### src/rtl/manchester_frame_rx_pkg.sv
// Shared definitions for the Manchester frame receiver: FSM state encoding
// and the fixed preamble that opens every frame.
package manchester_frame_rx_pkg;

  typedef enum logic [1:0] {
    ST_HUNT     = 2'd0,
    ST_PREAMBLE = 2'd1,
    ST_DATA     = 2'd2
  } state_e;

  localparam logic [3:0] PREAMBLE     = 4'b1010;
  localparam int         PREAMBLE_LEN = 4;

endpackage

### src/rtl/manchester_edge_sync.sv
// Brings the asynchronous Manchester line into the clk domain and produces
// registered one-cycle rise/fall strobes for the receiver FSM.
module manchester_edge_sync (
  input  logic clk,
  input  logic reset,
  input  logic rx_i,
  output logic rise_o,
  output logic fall_o
);

  logic sync1_q, sync2_q, prev_q, rise_q, fall_q;

  // Two-flop synchroniser, registered copy of the level and edge strobes.
  always_ff @(posedge clk) begin
    // NOTE: non-blocking assignments make every flop sample the pre-edge value,
    // so the stages form a true pipeline regardless of statement order.
    if (reset) begin
      sync1_q <= 1'b0;
      sync2_q <= 1'b0;
      prev_q  <= 1'b0;
      rise_q  <= 1'b0;
      fall_q  <= 1'b0;
    end else begin
      sync1_q <= rx_i;
      sync2_q <= sync1_q;
      prev_q  <= sync2_q;
      rise_q  <= sync2_q & ~prev_q;
      fall_q  <= ~sync2_q & prev_q;
    end
  end

  assign rise_o = rise_q;
  assign fall_o = fall_q;

endmodule

### src/rtl/manchester_frame_rx.sv
// Manchester frame receiver: locks on the preamble's first mid-bit edge,
// tracks bit timing from mid-bit transitions, checks the 1010 preamble and
// assembles LENGTH payload bits (MSB first) into data_out_o.
module manchester_frame_rx
  import manchester_frame_rx_pkg::*;
#(
  parameter int LENGTH     = 20,
  parameter int OVERSAMPLE = 8
) (
  input  logic              clk,
  input  logic              reset,
  input  logic              rx_in_i,
  output logic [LENGTH-1:0] data_out_o,
  output logic              data_valid_o,
  output logic              frame_error_o,
  output logic              busy_o
);

  localparam int CW  = $clog2(2 * OVERSAMPLE + 1);
  localparam int BCW = $clog2(LENGTH + 1);

  localparam logic [CW-1:0]  SAT_C     = CW'(2 * OVERSAMPLE);
  localparam logic [CW-1:0]  EARLY_C   = CW'((3 * OVERSAMPLE) / 4);
  localparam logic [CW-1:0]  LATE_C    = CW'((5 * OVERSAMPLE) / 4);
  localparam logic [BCW-1:0] LAST_PRE  = BCW'(PREAMBLE_LEN - 1);
  localparam logic [BCW-1:0] LAST_DATA = BCW'(LENGTH - 1);

  logic rise, fall, edge_any, mid_edge;

  state_e            state_q, state_d;
  logic [CW-1:0]     cnt_q, cnt_d, cnt_inc;
  logic [BCW-1:0]    bit_cnt_q, bit_cnt_d;
  logic [LENGTH-2:0] shift_q, shift_d;
  logic [LENGTH-1:0] data_out_q, data_out_d;
  logic              data_valid_q, data_valid_d;
  logic              frame_error_q, frame_error_d;
  logic [1:0]        pre_idx;

  manchester_edge_sync u_edge_sync (
    .clk    (clk),
    .reset  (reset),
    .rx_i   (rx_in_i),
    .rise_o (rise),
    .fall_o (fall)
  );

  // The run counter (HUNT) and phase counter (PREAMBLE/DATA) share one
  // saturating register; cnt_inc is the elapsed cycle count seen this cycle.
  assign cnt_inc  = (cnt_q == SAT_C) ? SAT_C : cnt_q + CW'(1);
  assign edge_any = rise | fall;
  assign mid_edge = edge_any && (cnt_inc >= EARLY_C) && (cnt_inc <= LATE_C);
  assign pre_idx  = 2'(PREAMBLE_LEN - 1) - bit_cnt_q[1:0];

  // Next-state logic: lock, bit-timing windows, preamble check, payload shift.
  always_comb begin
    // NOTE: every target gets a default first so no path can leave it
    // unassigned and infer a latch.
    state_d       = state_q;
    cnt_d         = cnt_inc;
    bit_cnt_d     = bit_cnt_q;
    shift_d       = shift_q;
    data_out_d    = data_out_q;
    data_valid_d  = 1'b0;
    frame_error_d = 1'b0;

    unique case (state_q)
      ST_HUNT: begin
        if (edge_any) begin
          cnt_d = '0;
          // A long low run ended by a rise is the first preamble mid-bit.
          if (rise && cnt_inc >= EARLY_C) begin
            state_d   = ST_PREAMBLE;
            bit_cnt_d = BCW'(1);
          end
        end
      end
      ST_PREAMBLE, ST_DATA: begin
        if (mid_edge) begin
          cnt_d = '0;
          if (state_q == ST_PREAMBLE) begin
            if (rise != PREAMBLE[pre_idx]) begin
              frame_error_d = 1'b1;
              state_d       = ST_HUNT;
              bit_cnt_d     = '0;
            end else if (bit_cnt_q == LAST_PRE) begin
              state_d   = ST_DATA;
              bit_cnt_d = '0;
            end else begin
              bit_cnt_d = bit_cnt_q + BCW'(1);
            end
          end else begin
            shift_d = {shift_q[LENGTH-3:0], rise};
            if (bit_cnt_q == LAST_DATA) begin
              data_out_d   = {shift_q, rise};
              data_valid_d = 1'b1;
              state_d      = ST_HUNT;
              bit_cnt_d    = '0;
            end else begin
              bit_cnt_d = bit_cnt_q + BCW'(1);
            end
          end
        end else if (cnt_inc > LATE_C) begin
          // No mid-bit transition inside the window: timing is lost.
          frame_error_d = 1'b1;
          state_d       = ST_HUNT;
          cnt_d         = '0;
          bit_cnt_d     = '0;
        end
      end
      default: state_d = ST_HUNT;
    endcase
  end

  // State, counters, shift register and registered output pulses.
  always_ff @(posedge clk) begin
    if (reset) begin
      state_q       <= ST_HUNT;
      cnt_q         <= '0;
      bit_cnt_q     <= '0;
      shift_q       <= '0;
      data_out_q    <= '0;
      data_valid_q  <= 1'b0;
      frame_error_q <= 1'b0;
    end else begin
      state_q       <= state_d;
      cnt_q         <= cnt_d;
      bit_cnt_q     <= bit_cnt_d;
      shift_q       <= shift_d;
      data_out_q    <= data_out_d;
      data_valid_q  <= data_valid_d;
      frame_error_q <= frame_error_d;
    end
  end

  assign data_out_o    = data_out_q;
  assign data_valid_o  = data_valid_q;
  assign frame_error_o = frame_error_q;
  assign busy_o        = (state_q != ST_HUNT);

endmodule
### config.mk
export PLATFORM = sky130hd
export DESIGN_NAME = manchester_frame_rx
export DESIGN_NICKNAME = d
export VERILOG_FILES = /design/src/rtl/manchester_frame_rx_pkg.sv /design/src/rtl/manchester_edge_sync.sv /design/src/rtl/manchester_frame_rx.sv
export SDC_FILE = /design/constraint.sdc
export NUM_CORES = 1
export LEC_CHECK = 0
export CAP_MARGIN = 20
export CORE_ASPECT_RATIO = 1.5
export CORE_MARGIN = 2
export CORE_UTILIZATION = 56
export CTS_CLUSTER_SIZE = 30
export DETAILED_ROUTE_END_ITERATION = 8
export PLACE_DENSITY = 0.79
export SLEW_MARGIN = 40
export SYNTH_ARGS = -nofsm -noshare
export SYNTH_HDL_FRONTEND = slang
export SYNTH_SLANG_ARGS = --single-unit
### constraint.sdc
create_clock -name clk -period 3.3 [get_ports clk]
set_clock_uncertainty 0.2 [all_clocks]
set_input_delay 0.33 -clock clk [delete_from_list [all_inputs] [get_ports clk]]
set_output_delay 0.33 -clock clk [all_outputs]
set_load 0.02 [all_outputs]
==> results list, run 1 <==
- The run finished, with violations left.
- The final reports fail on DRC.
- Peak ir drop on the vdd network: around 0.00036 V
* Die footprint: 0.00510 sq mm
- Relative area change from synthesis to final layout: 18.6%
* Post-route clock period utilization: 0.801
- Yosys warning total: 0
- Summed over all instances, the cell type with the most area after synthesis is dfxtp_1.
* Async set-or-reset flop fraction in the synthesized netlist: 0
* CTS-repair resized insts: 0
- The synthesized design contains 0 enable-type register cells.
- Residual antenna-violating net count after detailed routing: 0
- Clock-pin slew was measured on the worst setup and hold paths at 0.06 ns.
- In the synthesized netlist, the number of instances is 255.
- Flip-flop and latch count after synthesis: 58
- H-tree levels: 3
- Critical path fanouts, max: 20
* Leakage power summed over all cells: 1.06 nW
- The worst setup path is launched from a flip-flop.
- Diodes inserted: 0
* Final count of hold timing violations: 0
- The number of global-route vias before repair came to about 1,800.
- The worst setup path is captured at a flip-flop.
* DIE HEIGHT: just under 90 um
* Clock sink count: 58
* Most used standard cells in the synthesized netlist: 58 x dfxtp_1, 46 x nor2_1, 39 x mux2i_1
- Together, buffers and inverters on the worst path number 2.
- Once the clock tree was built, the setup fixing pass inserted 0 buffers.
- The initial antenna violation count came to 0.
* Share of post-route cells with drive strength above 1: 0.108
- Total placed cells including tap cells: about 320
- Cell at the root of the clock tree: clkbuf_8
- For the worst setup path, the data required time is 3.31 ns.
- Max-capacitance violation count: 0
- Synthesized netlist net count: between 200 and 300
- Averaged over all synthesized cells, the footprint is 9.96 sq um.
- From left edge to right edge, the die measures between 50 and 60 um.
- DRC violations left: 1
* Cell with the most instances after synthesis: dfxtp_1
- Entering global routing, the biggest net connects 44 pins.
- The initial utilization of the core area, before any placement, comes to 0.573.
* Core region area: 0.00443 sq mm
* Detail Placement HPWL: 3160 um
* Leading register cell type out of synthesis: dfxtp_1
* Number of nets in the finished design: 296
* TNS Setup: 0 ns
- In this run the cell area of the synthesized design comes to between 0.002 and 0.003 sq mm.
- Total count of max-transition violations in the final report: 0
- Counting stages on the worst path, the most repeated cell is nor3_4.
- For this block, the via count after detailed routing is 1,871.
- GRT overflow: 0
- After detailed routing, the average wire length per cell comes to 14.0 um.
* Clock latency of the later-clocked register in the worst-skew pair: around 0.33 ns
- The first global-routing pass estimated 8020 um of wire.
* Total power per unit cell area: 565 mW/mm^2
- Number of buffers created by CTS: 9
- Setup repair after global routing left no endpoint under its margin.
- GRT Total Usage: 0.213
- The finished cells cover 0.00301 sq mm.
- At the worst endpoint, the arrival time is 2.65 ns.
* Fin crit period: 2.64 ns
* Path category of the worst min-delay check: in2reg
- Total length of routed wires: 4710 um
- Input and output buffers added on the ports amount to 25.
- Synthesis instantiated 50 different standard cells from the library.
- Average vias per placed instance: approximately 5.6
- DR pass1 iterations: 6
* Boundary pin count: 26
- Traced cell by cell, the critical path runs through inv_1 -> ha_1 -> and4bb_4 -> nor3_4 -> mux2i_4 -> nor3_4 -> buf_4 -> mux2i_1 -> nor2_1.
- Grouping stages by cell kind, the critical path spends the most delay in simple AND/OR/NAND/NOR gates.
* Worst Max-Slew Pin Slew: 0.444 ns
- Portion of the post-synthesis area used by sequential elements: 0.457
* Deepest clock path buffer count: 2
- Max Clk Rate: 0.378 GHz
- Worst slew margin: 0.702
* Post-layout worst setup margin: around 0.66 ns
* CP max stage delay: approximately 0.43 ns
* Placed Instance Area: 0.00281 sq mm
- Setup violations remaining at the end of the flow were counted as 0.
- RePlAce Congestion: ~0.80
- After the first detailed-routing iteration, the DRC count stood at 55.
- After synthesis, the cell types taking the most area are dfxtp_1 46%, mux2i_1 15%, nor2_1 6.8%.
* FP Rows: 30
- Number of standard cells in the final layout excluding fillers: 336
* Post-CTS Hold Buffers: 0
- At the placement stage, the worst setup path has a slack of approximately 0.66 ns.
* CTS tree: yes
- Yosys top cell area share: 0.457
- Critical path class: reg2reg
- On the critical path, the stage with the largest delay is an instance of dfxtp_1.
-- metal layers --
metal | track usage | vias up | share of wire
met4 | 0.138 | 0 | 0.016
met2 | 0.368 | 34 | 0.54
met3 | 0.0463 | 6 | 0.035
met5 | 0 | - | 0
met1 | 0.225 | 888 | 0.41
li1 | - | 943 | -
-- registers in the layout, summed over array words and instances, names as in the netlist --
signal,count
data_valid_o,1
bit_cnt_q,5
shift_q,19
state_q,2
u_edge_sync.sync2_q,1
frame_error_o,1
u_edge_sync.prev_q,1
data_out_o,20
cnt_q,5
u_edge_sync.fall_o,1
u_edge_sync.rise_o,1
u_edge_sync.sync1_q,1
-- final timing paths --
path                                               startpoint                       endpoint  slack (ns)  depth (start not counted)
worst min-delay path                                    reset      bit_cnt_q[2]$_SDFFE_PP0P_        0.13                          2
worst min register to register  u_edge_sync.prev_q$_SDFF_PP0_  u_edge_sync.rise_o$_SDFF_PP0_        0.21                          1
worst max-delay path                      cnt_q[0]$_SDFF_PP0_     data_out_o[7]$_SDFFE_PP0P_        0.66                          9
worst max register to register            cnt_q[0]$_SDFF_PP0_     data_out_o[7]$_SDFFE_PP0P_        0.66                          9
-- worst reg2reg max path: stages, from the launching register on --
cell,delay [ns]
dfxtp_1,0.43
inv_1,0.07
ha_1,0.20
and4bb_4,0.23
nor3_4,0.32
mux2i_4,0.19
nor3_4,0.20
buf_4,0.35
mux2i_1,0.27
nor2_1,0.06
-- final cells by class --
cell class,instances,area (sq um)
multi-input cells,176,1270
clock buffers,13,169
flip-flops and latches,58,1160
clock inverters,2,35.0
inverters,10,37.5
repair buffers,29,275
fillers,349,1420
well taps,48,60.1
-- logic make-up (layout without fill, tap and decap cells) --
kind of cell	after synthesis	count (layout)	synth area share
compound gates	32	32	0.0823
xor+xnor	5	5	0.0202
fa+ha+maj	9	9	0.0443
buf+inv	21	54	0.0463
flops	58	58	0.457
mux	40	40	0.163
simple gates	90	90	0.187
-- stage by stage --
stage               utilization  hold WS [ns]  power, W
detailed placement        0.634         0.204   0.00105
global placement          0.634         0.189   0.00104
global route              0.680         0.142   0.00179
CTS                       0.680         0.116   0.00172
finish                    0.680         0.125   0.00170
floorplan                     -         0.183  0.000982
-- report_power, final --
group | total [W] | internal [W] | switching, W
Clock | 0.000665 | 0.000405 | 0.000260
Combinational | 0.000283 | 0.000111 | 0.000172
Sequential | 0.000753 | 0.000726 | 0.0000265
-- cells in the final DEF, fill, tap and decap left out, types with 4 or more instances in the layout --
master            n
nand3_1           4
nor3_1            9
nor2b_1           6
clkdlybuf4s50_1  24
a21oi_1           9
inv_1            10
buf_4             4
clkbuf_8         12
dfxtp_1          58
nand2_1           4
ha_1              9
o21ai_1           4
nor2_1           46
mux2i_1          39
No activity file was read; power rests on OpenSTA's default activity.
==> run 2, diff against run 1 <==
CORE_UTILIZATION = 50   (was 56)
PLACE_DENSITY = 0.74   (was 0.79)
clock period = 2.42 ns   (was 3.3 ns; I/O delays follow)
==> run 2 against run 1 <==
The flow now finishes without violations; core utilization down 2.1 points; flip-flop and latch count unchanged; first-iteration DRC count down 15%; fmax up 12%; via count up 3.2%; count of clock-buffer cells in the layout unchanged; largest power group unchanged.
==> results list, run 2 (synthesis results as in run 1) <==
- Startpoint kind of the worst setup timing path: flip-flop
* Deepest clock path buffer count: 2
- Total length of routed wires: 5170 um
* Critical path fanouts, max: 10
* DIE HEIGHT: approximately 90 um
- Most common library cell in the layout ignoring fill and taps: dfxtp_1
* Status: finished clean
* Reg2reg setup slack: 0.07 ns
- The number of clock buffers added by TritonCTS is 9.
- Residual antenna-violating net count after detailed routing: 0
- In this run the clock root is driven by a clkbuf_8.
* Via count of the first global-routing pass: 1,858
- For the pin with the worst max-slew slack, the measured transition is between 0.4 and 0.5 ns.
- After routing, the total negative slack on setup checks comes to 0 ns.
- Clock latency of the later-clocked register in the worst-skew pair: 0.33 ns
- Diodes inserted: 0
- Detail Placement HPWL: 3410 um
* Post-route standard cell area excluding fillers: 0.00319 sq mm
* Number of nets in the finished design: 308
* Peak ir drop on the vdd network: 0.000675 V
- Post-CTS Hold Buffers: 0
- Average vias per placed instance: between 5 and 6
- Pin count of the biggest net entering global routing: 43
* Detailed Route Iter0 Violations: 47
- Crit path required time: 2.43 ns
- Across every metal layer, demand over resource in global routing totals 0.186.
- Initial Utilization: 0.524
- H-tree levels: 3
- Dividing the final minimum period by the clock period gives 0.972.
- Across all layers, the routed design uses 1,931 vias.
- Routed wire per std cell: 14.1 um
- The max-slew violation count came to 0.
* Unrepaired setup endpoints after global routing: true
- TritonCTS built the clock tree.
* DRC violations left: 0
- Setup violation total in the final timing report: 0
- Horiz. Die Dim: 62.2 um
* Critical path class: reg2reg
* Leakage power summed over all cells: approximately 1.1 nW
- Core region area: 0.00485 sq mm
* Max-capacitance violation count: 0
* Flip-flop count of the largest register after layout: 20
- The first global-routing pass estimated 8320 um of wire.
- Final Power: 0.00237 W
* Worst Hold Slack: 0.0657 ns
* Element type at the critical path end: flip-flop
- Count of input and output buffers: 25
* Fin crit period: between 2 and 2.5 ns
- The worst hold path belongs to the class in2reg.
- Total power per unit cell area: 742 mW/mm^2
- The number of hold violations in the final report came to 0.
- Clock-pin slew was measured on the worst setup and hold paths at roughly 0.070 ns.
- Die footprint: 0.00568 sq mm
* Leading cell types in the layout, fill and taps excluded: 54 x dfxtp_1, 46 x nor2_1, 39 x mux2i_1, 24 x clkdlybuf4s50_1
* Boundary pin count: 26
- GRT overflow: 0
* Relative area change from synthesis to final layout: 25.8%
- The congestion estimate from routability-driven global placement came to 0.827.
- The clock net in this run drives a total of between 50 and 60 sinks.
- Headroom to the max-slew limit came out at 0.730.
- In this run the core area contains 31 standard-cell rows.
- STA puts the critical path data arrival time at about 2.4 ns.
- For this run, the detailed router's first-pass iteration total came to 4.
- Initial antenna violation count: 0
- In this run the cell area measured after placement is between 0.002 and 0.003 sq mm.
* Share of post-route cells with drive strength above 1: 0.163
* Max Clk Rate: 0.425 GHz
* Final core utilization: 0.659
-- run 2: cell count changes in the layout (fill, tap and decap cells not counted), sizes merged --
| cell | before | now |
|---|---|---|
| clkbuf | 13 | 15 |
| buf | 5 | 15 |
-- run 2: where the power goes --
group          switching (W)  internal (W)  total, W
registers          0.0000317      0.000995   0.00103
clock network       0.000358      0.000553  0.000910
logic               0.000244      0.000190  0.000434
-- run 2: layout make-up --
class / instances / area [sq um]
clock buffer: 13 / 169
clock inverter: 2 / 35.0
fill: 408 / 1650
inverter: 10 / 37.5
multi-input combinational: 176 / 1280
sequential: 58 / 1170
tap: 66 / 82.6
timing repair buffer: 41 / 425
-- run 2: final timing paths --
check        cells past startpoint                           from                             to
max                              9        state_q[0]$_SDFFE_PP0P_     data_out_o[0]$_SDFFE_PP0P_
min                              2                          reset      bit_cnt_q[2]$_SDFFE_PP0P_
max reg2reg                      9        state_q[0]$_SDFFE_PP0P_     data_out_o[0]$_SDFFE_PP0P_
min reg2reg                      1  u_edge_sync.prev_q$_SDFF_PP0_  u_edge_sync.rise_o$_SDFF_PP0_
-- run 2: per-stage QoR --
stage / setup WS (ns) / cells
after floorplan: 0.104 / 255
after global placement: 0.0913 / 345
after CTS: 0.0114 / 360
final: 0.0677 / 366
after global routing: -0.0513 / 366
after detailed placement: 0.0353 / 345
-- run 2: timing repair --
action,CTS,global route
buffers inserted,0,4
gates resized for setup,0,7
endpoints found under the hold margin,0,0
endpoints found under the setup margin,0,46
-- run 2: per-layer routing --
| layer | up-vias | global-route usage | part of all wire |
|---|---|---|---|
| li1 | 965 | - | - |
| met1 | 921 | 0.197 | 0.40 |
| met2 | 35 | 0.335 | 0.54 |
| met3 | 10 | 0.0595 | 0.038 |
| met4 | 0 | 0.0815 | 0.019 |
| met5 | - | 0 | 0 |
-- run 2: worst max-delay path: stages (launching register included) --
cell	delay (ns)
dfxtp_1	0.37
inv_1	0.06
ha_1	0.33
o21ai_0	0.16
or2_4	0.31
nor3_4	0.20
buf_4	0.17
clkbuf_16	0.17
mux2i_1	0.21
nor2_1	0.06
==> run 3, diff against run 2 <==
CORE_MARGIN = unset   (was 2)
==> run 3 against run 2 <==
Critical path depth unchanged; first-iteration DRC count is 40% higher; count of clock-buffer cells in the layout is 1 lower; fmax grew 1.8%; via count decreased by 1.0%; global-route usage increased by 0.68 points.
==> results list, run 3 (synthesis results as in run 1) <==
- For the finished layout, the period the worst path requires is roughly 2.3 ns.
- Of the cells placed in the final design, the portion with a size suffix greater than 1 is 0.157.
* Cell at the root of the clock tree: clkbuf_8
- The setup check on the worst reg-to-reg path leaves a slack of 0.11 ns.
- Final Power: 0.00232 W
- Total number of vias: 1,911
* Crit path required time: 2.42 ns
* Critical path, cell by cell: inv_1 -> ha_2 -> and4bb_4 -> nor3_4 -> mux2i_4 -> nor3_4 -> clkbuf_16 -> mux2i_1 -> nor2_1
- TNS Setup: 0 ns
- DR pass1 iterations: 4
* RePlAce Congestion: roughly 0.83
- Dividing the detail-routed via count by the number of cells gives about 5.2.
* GRT Total Usage: 0.193
- The register with the most flip-flops in the layout has 20 of them.
- In this run, placement finished with an instance count of 342.
- Path category of the worst min-delay check: in2reg
- GRT overflow: 0
* Detailed route wirelength on metal2: 2740 um
- After clock tree synthesis, the clock-pin slew on the worst setup and hold paths is 0.06 ns.
* Pin count of the biggest net entering global routing: 45
- Wire length of the first global-routing pass: roughly 7600 um
* Max-capacitance violation count: 0
- Leakage power summed over all cells: 1.13 nW
* Number of nets in the finished design: 307
* Number of standard cells in the final layout excluding fillers: 365
- In this run the core area contains 31 standard-cell rows.
- Initial antenna violation count: 0
* Number of buffers created by CTS: 9
- For this run, design rule violations remaining after detail routing come to 0.
- Setup violation total in the final timing report: 0
- Across the VDD grid, the largest voltage drop is 0.000489 V.
* Residual antenna-violating net count after detailed routing: 0
- Arrival @ worst endpoint: 2.32 ns
- Total area of sequential cells: 0.00117 sq mm
* DIE HEIGHT: just under 90 um
- CTS tree: yes
- The die is 60.2 um wide.
- Measured against its own limit, the worst slew margin works out to 0.699.
- Diodes inserted: 0
- End of the worst register-to-register path: shift_q[5]$_SDFFE_PP0P_
- By startpoint and endpoint, the worst setup path is classified as reg2reg.
- Count of filler cells inserted in the layout: 400
- Status: finished clean
- In this design, the stage delay of the slowest critical-path cell is around 0.37 ns.
- Capture endpoint of the worst hold path: bit_cnt_q[1]$_SDFFE_PP0P_
* Count of input and output buffers: 25
* Worst setup path startpoint: cnt_q[1]$_SDFF_PP0_
- Static timing analysis puts the maximum clock frequency at between 0.4 and 0.5 GHz.
* Post-CTS Hold Buffers: 0
- Most common library cell in the layout ignoring fill and taps: dfxtp_1
* Core region area: approximately 0.0048 sq mm
- Clock sink count: 58
- STA classifies the critical path startpoint as a flip-flop.
* Hold path depth: 2
- Total length of routed wires: approximately 5200 um
- Total area of multi-input combinational cells: 0.00129 sq mm
- Slowest stage cell, crit path: dfxtp_2
* Post-route clock period utilization: 0.955
- Worst Reg2Reg Path Length in Cells: 9
- Detail Placement HPWL: 3340 um
- STA classifies the critical path endpoint as a flip-flop.
- Most used cell, CP: nor3_4
* Topmost layer with routed signal wires: met4
- The number of hold violations in the final report came to 0.
- The clock tree synthesis step divided the H-tree into 3 levels.
- Relative area change from synthesis to final layout: 26.3%
* Via count of the first global-routing pass: 1,644
- Dividing the detail-routed wire length by the instance count gives 14.3 um.
- Initial Utilization: 0.524
* Worst min-delay path startpoint: reset
- Total power per unit cell area: 724 mW/mm^2
* Metal1 wirelength: ~2200 um
* Total count of max-transition violations in the final report: 0
* Worst Max-Slew Pin Slew: around 0.45 ns
* Leading cell types in the layout, fill and taps excluded: 54 x dfxtp_1, 46 x nor2_1, 39 x mux2i_1, 24 x clkdlybuf4s50_1
* Boundary pin count: 26
* Wire length on met3: about 210 um
* Detailed Route Iter0 Violations: 66
- Worst Hold Slack: 0.0247 ns
* Die footprint: 0.00537 sq mm
* Critical R2R Launch: cnt_q[1]$_SDFF_PP0_
- For the worst-skew pair, the clock arrives at the later sink with an insertion delay of 0.33 ns.
- Deepest clock path buffer count: 2
- In this run the worst path has a maximum fanout of 9.
run 3: cell type report:
type	instances	area share
clock buffer	12	0.0452
clock inverter	3	0.0125
inverter	10	0.0117
multi-input combinational	176	0.402
sequential	58	0.364
tap	66	0.0257
timing repair buffer	40	0.138
run 3: critical path, delay by kind of cell (launching register included):
kind                       cells  cell delay, ns
and+or+nand+nor                4            0.78
DFF                            1            0.37
muxes                          2            0.34
buffers and inverters          2            0.32
adders and majority gates      1            0.17
run 3: worst max path at each step:
| stage | end | slack, ns |
|---|---|---|
| 6_report | shift_q[5]$_SDFFE_PP0P_ | 0.11 |
| 5_1_grt | data_out_o[0]$_SDFFE_PP0P_ | -0.005 |
| 4_1_cts | bit_cnt_q[3]$_SDFFE_PP0P_ | 0.005 |
| 3_5_place_dp | bit_cnt_q[3]$_SDFFE_PP0P_ | -0.003 |
| 3_3_place_gp | state_q[1]$_SDFFE_PP0P_ | 0.03 |
| 2_1_floorplan | shift_q[10]$_SDFFE_PP0P_ | 0.10 |
run 3: layer usage:
metal  vias up  GRT usage
met5         -          0
met4         0      0.106
met3        12     0.0753
met2        35      0.316
met1       901      0.211
li1        963          -
run 3: report_power, final:
part           total (W)  switching (W)  internal, W
Combinational   0.000433       0.000245     0.000188
Clock           0.000854       0.000359     0.000495
Sequential       0.00103      0.0000380     0.000997
Total            0.00232       0.000642      0.00168
run 3: repair_timing:
item | 4_1_cts | 5_1_grt
setup endpoints to repair | 14 | 46
pin swaps | 2 | 5
gates cloned | 0 | 4
buffers inserted | 1 | 3
gates resized for setup | 2 | 9
run 3: through the flow:
step	utilization	instance area [sq um]	setup WS (ns)
CTS	0.634	3070	0.00510
detailed placement	0.594	2880	-0.00316
floorplan	-	2540	0.104
finish	0.662	3210	0.108
global placement	0.594	2880	0.0270
global route	0.662	3210	-0.00486
